[src/rtl/mcycle_ctrl.sv]
// mcycle_ctrl -- multicycle control sequencer for the 32-bit MIPS-style core.
//
// A Moore FSM that walks the shared ALU, the shared instruction/data memory
// port and the register file through fetch, decode, execute, memory and
// writeback cycles. Every datapath select and write enable is decoded from the
// current state. The exceptions are pcen, which also uses the ALU zero flag,
// and the FETCH strobes, which are gated by memready.
//
// Ports:
//   clk       rising-edge clock
//   reset     asynchronous, active-high; forces FETCH
//   op/funct  instruction register fields (decoded in DECODE, MEMADR, IEX)
//   zero      ALU zero flag (BEQ)
//   memready  memory access completes this cycle
//   pcen, irwrite, iord, memwrite, regwrite, regdst, memtoreg,
//   alusrca, alusrcb, aluop, pcsrc   datapath controls
//   state     current state (debug)
//   illegal   trap flag
//
// Configuration macro: ILLEGAL_TRAP_EN
//   defined   -> TRAP is absorbing until reset
//   undefined -> TRAP lasts one cycle and the instruction retires as a NOP
module mcycle_ctrl #(
  parameter int WIDTH = 32
) (
  input  logic       clk,
  input  logic       reset,
  input  logic [5:0] op,
  input  logic [5:0] funct,
  input  logic       zero,
  input  logic       memready,
  output logic       pcen,
  output logic       irwrite,
  output logic       iord,
  output logic       memwrite,
  output logic       regwrite,
  output logic [1:0] regdst,
  output logic [1:0] memtoreg,
  output logic       alusrca,
  output logic [1:0] alusrcb,
  output logic [1:0] aluop,
  output logic [1:0] pcsrc,
  output logic [3:0] state,
  output logic       illegal
);

  // WIDTH exists only so that every datapath block instantiates the same way.
  if (WIDTH < 1) begin : g_bad_width
    $error("mcycle_ctrl: WIDTH must be positive");
  end

  localparam logic [5:0] OP_R    = 6'b000000;
  localparam logic [5:0] OP_LW   = 6'b000001;
  localparam logic [5:0] OP_SW   = 6'b000010;
  localparam logic [5:0] OP_ADDI = 6'b000011;
  localparam logic [5:0] OP_SUBI = 6'b000100;
  localparam logic [5:0] OP_BEQ  = 6'b000101;
  localparam logic [5:0] OP_J    = 6'b000111;
  localparam logic [5:0] OP_JAL  = 6'b001000;
  localparam logic [5:0] FN_JR   = 6'b001000;

  typedef enum logic [3:0] {
    S_FETCH  = 4'd0,
    S_DECODE = 4'd1,
    S_MEMADR = 4'd2,
    S_MEMRD  = 4'd3,
    S_MEMWB  = 4'd4,
    S_MEMWR  = 4'd5,
    S_REX    = 4'd6,
    S_ALUWB  = 4'd7,
    S_IEX    = 4'd8,
    S_IWB    = 4'd9,
    S_BEQ    = 4'd10,
    S_JUMP   = 4'd11,
    S_JAL    = 4'd12,
    S_JR     = 4'd13,
    S_TRAP   = 4'd14
  } state_t;

  state_t state_q, state_d;
  logic   pcwrite, branch;

  // State register. Reset is asynchronous, so the Moore decode below shows
  // FETCH controls as soon as reset rises. This also aborts any instruction
  // that is in flight.
  always_ff @(posedge clk or posedge reset) begin
    if (reset) state_q <= S_FETCH;
    else       state_q <= state_d;
  end

  // Next-state logic
  always_comb begin
    state_d = S_FETCH;
    case (state_q)
      S_FETCH:  state_d = memready ? S_DECODE : S_FETCH;
      S_DECODE: begin
        case (op)
          OP_LW, OP_SW:     state_d = S_MEMADR;
          OP_R:             state_d = (funct == FN_JR) ? S_JR : S_REX;
          OP_ADDI, OP_SUBI: state_d = S_IEX;
          OP_BEQ:           state_d = S_BEQ;
          OP_J:             state_d = S_JUMP;
          OP_JAL:           state_d = S_JAL;
          default:          state_d = S_TRAP;
        endcase
      end
      // Only LW and SW reach MEMADR, so bit 0 of the opcode tells them apart.
      S_MEMADR: state_d = (op == OP_LW) ? S_MEMRD : S_MEMWR;
      S_MEMRD:  state_d = memready ? S_MEMWB : S_MEMRD;
      S_MEMWB:  state_d = S_FETCH;
      S_MEMWR:  state_d = memready ? S_FETCH : S_MEMWR;
      S_REX:    state_d = S_ALUWB;
      S_ALUWB:  state_d = S_FETCH;
      S_IEX:    state_d = S_IWB;
      S_IWB:    state_d = S_FETCH;
      S_BEQ:    state_d = S_FETCH;
      S_JUMP:   state_d = S_FETCH;
      S_JAL:    state_d = S_FETCH;
      S_JR:     state_d = S_FETCH;
`ifdef ILLEGAL_TRAP_EN
      S_TRAP:   state_d = S_TRAP;
`else
      S_TRAP:   state_d = S_FETCH;
`endif
      default:  state_d = S_FETCH;
    endcase
  end

  // Output decode. The controls are taken straight from state_q and are not
  // registered a second time. irwrite and pcen must follow memready and zero
  // in the same cycle, and they must show FETCH as soon as reset asserts.
  always_comb begin
    irwrite  = 1'b0;
    iord     = 1'b0;
    memwrite = 1'b0;
    regwrite = 1'b0;
    regdst   = 2'b00;
    memtoreg = 2'b00;
    alusrca  = 1'b0;
    alusrcb  = 2'b00;
    aluop    = 2'b00;
    pcsrc    = 2'b00;
    pcwrite  = 1'b0;
    branch   = 1'b0;
    illegal  = 1'b0;
    case (state_q)
      S_FETCH: begin
        alusrcb = 2'b01;
        irwrite = memready;
        pcwrite = memready;
      end
      S_DECODE: alusrcb = 2'b11;
      S_MEMADR: begin
        alusrca = 1'b1;
        alusrcb = 2'b10;
      end
      S_MEMRD:  iord = 1'b1;
      S_MEMWB: begin
        regwrite = 1'b1;
        memtoreg = 2'b01;
      end
      // The write stays asserted while the memory stalls. The memory commits
      // it on the edge where memready is high.
      S_MEMWR: begin
        iord     = 1'b1;
        memwrite = 1'b1;
      end
      S_REX: begin
        alusrca = 1'b1;
        aluop   = 2'b10;
      end
      S_ALUWB: begin
        regwrite = 1'b1;
        regdst   = 2'b01;
      end
      S_IEX: begin
        alusrca = 1'b1;
        alusrcb = 2'b10;
        aluop   = (op == OP_SUBI) ? 2'b01 : 2'b00;
      end
      S_IWB:    regwrite = 1'b1;
      S_BEQ: begin
        alusrca = 1'b1;
        aluop   = 2'b01;
        pcsrc   = 2'b01;
        branch  = 1'b1;
      end
      S_JUMP: begin
        pcsrc   = 2'b10;
        pcwrite = 1'b1;
      end
      // $31 is written from the PC, which FETCH has already advanced by 4.
      S_JAL: begin
        pcsrc    = 2'b10;
        pcwrite  = 1'b1;
        regwrite = 1'b1;
        regdst   = 2'b10;
        memtoreg = 2'b10;
      end
      S_JR: begin
        pcsrc   = 2'b11;
        pcwrite = 1'b1;
      end
      S_TRAP:   illegal = 1'b1;
      default: ;
    endcase
  end

  assign pcen  = pcwrite | (branch & zero);
  assign state = state_q;

endmodule

[config.mk]
export PLATFORM = sky130hd
export DESIGN_NAME = mcycle_ctrl
export DESIGN_NICKNAME = d
export VERILOG_FILES = /design/src/rtl/mcycle_ctrl.sv
export SDC_FILE = /design/constraint.sdc
export NUM_CORES = 1
export LEC_CHECK = 0
export CAP_MARGIN = 20
export CORE_MARGIN = 1
export CORE_UTILIZATION = 40
export DETAILED_ROUTE_END_ITERATION = 8
export DONT_BUFFER_PORTS = 1
export PLACE_DENSITY_LB_ADDON = 0.05
export SLEW_MARGIN = 10
export SYNTH_ARGS = -nofsm -noshare
export SYNTH_HDL_FRONTEND = slang
export SYNTH_SLANG_ARGS = --single-unit
[constraint.sdc]
create_clock -name clk -period 1.2 [get_ports clk]
set_input_delay 0.24 -clock clk [delete_from_list [all_inputs] [get_ports clk]]
set_output_delay 0.24 -clock clk [all_outputs]
set_load 0.005 [all_outputs]
==> impl_metrics.yaml <==
status:
  outcome: "finished with violations"
  violations: "negative setup slack"
clock_tree:
  clock_sinks: 4
  clock_latency_ns: 0.24
  numCtsBuffers: 3
  htree_levels: 1
  clkTransAtPathRegs_ns: 0.05
  cts_tree: "yes"
  clock_path_buffers: 2
  cts_root_buffer: "clkbuf_4"
global_routing:
  grt_max_degree: 9
  grt_pass1_wl_mm: 3.767
  grt_pass1_vias: 853
  overflow: 0
  track_usage_pct: 27.56
  antenna_found_initial: 0
route:
  dr.pass1.iters: 5
  drt_iter0_markers: 14
  drtAntennaViolNets: 0
  routed_via_density: 6.187
  vias: 928
  route.detailed.drc: 0
  routed_wl_mm: 2.859
  wl_per_cell_um: 19.06
synth:
  ys_types: 38
  synth_warnings: 0
  synth_ff_type: "dfrtp_1"
  synth-edff-count: 0
  async_flop_share_pct: 100.0
  synth-seq-cells: 4
  mappedNetlistArea_um2: 651.9
  syn-num-nets: 106
  synth_area_leaders: "dfrtp_1, nor2_1, nor4b_4"
  avgSynthCellArea_um2: 7.243
  synthCells: 90
  synth_area_leader_cell: "dfrtp_1"
  synth_most_common_cell: "nor2_1"
  ys_top_cells_by_count: "nor2_1, a21oi_1, nand2_1"
  yosysTopAreaCellShare_pct: 15.36
  yosysSeqAreaShare_pct: 15.36
power_and_ir_drop:
  seqPwrFrac_pct: 9.1
  p_leak_nw: 0.5337
  p_switching_mw: 1.528
  p_clk_share_pct: 5.8
  peakVddDrop_mv: 1.327
  p_comb_share_pct: 85.1
  intPower_mw: 1.910
  power.density_nw_per_um2: 2675
  swShare_pct: 44.44
die:
  ios: 37
  fp-row-count: 14
  initial_core_util_pct: 43.27
  die_y_um: 42.37
  die-area_um2: 1795
  die_w_um: 42.37
  core_area_um2: 1506
min_path:
  hp-class: "in -> reg"
finish:
  final_cell_area_um2: 1285
  largest_reg_flops: 4
  area_growth_pct: 97.12
  nets: 151
  n_antenna_cell: 0
  drive_gt1_share_pct: 65.67
placed_design:
  placed_area_um2: 905.9
  gp_congestion: 0.8504
  place_hpwl_mm: 1.520
  io_buffers: 0
sta:
  hold_violations: 0
  setup_slack_ns: -0.4345
  max_slew_margin_pct: 70.32
  min_period_ns: 1.635
  final_max_slew_viol_count: 0
  setup_violations: 23
  hold_ws_ns: 0.1964
  fin_skew_ns: 0.002685
  rsz0062_at_grt: "true"
  timing.fmax_ghz: 0.6118
  worst_slew_pin_slew_ns: 0.4418
  min_period_over_period_pct: 136.2
setup_path:
  critPathMaxFanout: 7
  arrival_ns: 1.39
  start_kind: "flip-flop"
  path_class: "reg -> out"
  crit_required_ns: 0.96
  crit_path_end_kind: "output port"
job:
  drv_cap: 0
-- repair_timing --
item                       CTS  global route
hold buffers                 1             0
hold endpoints to repair     4             0
pin swaps                   16            10
gates resized for setup     36            22
setup endpoints to repair   21            23
gates cloned                 1             0
setup buffers               11             6
-- power groups by stage --
stage               Clock, mW  Sequential (mW)  Combinational [mW]
global route            0.211            0.323                3.08
finish                  0.200            0.312                2.93
detailed placement          0            0.284                1.77
CTS                     0.185            0.303                2.44
floorplan                   0            0.261                1.13
global placement            0            0.281                1.75
-- worst max-delay path: stages (launching register included) --
cell     delay, ns
dfrtp_1       0.39
buf_6         0.15
or2_4         0.25
a21oi_2       0.19
nor2b_4       0.17
-- layout make-up --
cell class | count | area [µm²]
timing repair buffer | 47 | 420.4
clock buffer | 4 | 26.28
inverter | 2 | 10.01
tap | 16 | 20.02
fill | 77 | 221.5
multi-input combinational | 77 | 704.4
sequential | 4 | 103.9
-- layout by cell type, fill, tap and decap left out, drive strengths merged, types with 3 or more instances in the layout --
cell type	instances
a21oi	8
a31oi	3
and3	3
buf	46
clkbuf	4
dfrtp	4
nand2	8
nand2b	6
nor2	14
nor2b	3
nor3	3
o21ai	6
-- cells by family (layout without fill, tap and decap cells) --
family / after synthesis / in the layout / share of synthesized area (%)
buffers and inverters: 9 / 53 / 9.020
AO/OA/AOI/OAI: 26 / 26 / 24.95
flip-flops: 4 / 4 / 15.36
multiplexers: 2 / 2 / 3.263
AND/OR/NAND/NOR: 49 / 49 / 47.41
-- path summary, 6_finish.rpt --
| kind | start | end | slack, ns | cells after the start |
|---|---|---|---|---|
| setup / recovery | state[0] | alusrcb[1] | -0.43 | 4 |
| hold / removal | op[4] | state[1] | 0.20 | 2 |
| setup reg to reg | state[1] | state[2] | -0.32 | 5 |
| hold reg to reg | state[1] | state[3] | 0.75 | 2 |
| max in group asynchronous | reset | state[2] | 0.69 | 2 |
| min in group asynchronous | reset | state[0] | 0.34 | 2 |
-- through the flow --
| stage | TNS [ns] | setup slack, ns | util [%] | cells | power, mW |
|---|---|---|---|---|---|
| floorplan | -0.4693 | -0.08931 | - | 90 | 1.388 |
| global placement | -1.137 | -0.1507 | 60.13 | 131 | 2.035 |
| detailed placement | -1.336 | -0.1960 | 60.13 | 131 | 2.052 |
| CTS | -4.904 | -0.3464 | 77.49 | 145 | 2.932 |
| global route | -6.926 | -0.4863 | 85.30 | 150 | 3.612 |
| finish | -5.752 | -0.4345 | 85.30 | 150 | 3.438 |
-- per-layer routing --
| layer | routed length [µm] | global-route usage (%) | share of wire, % |
|---|---|---|---|
| met1 | 1097 | 31.82 | 38 |
| met2 | 1513 | 49.23 | 53 |
| met3 | 136 | 4.741 | 4.8 |
| met4 | 111 | 11.88 | 3.9 |
| met5 | 0 | 0 | 0 |
No activity file was read; power rests on OpenSTA's default activity.
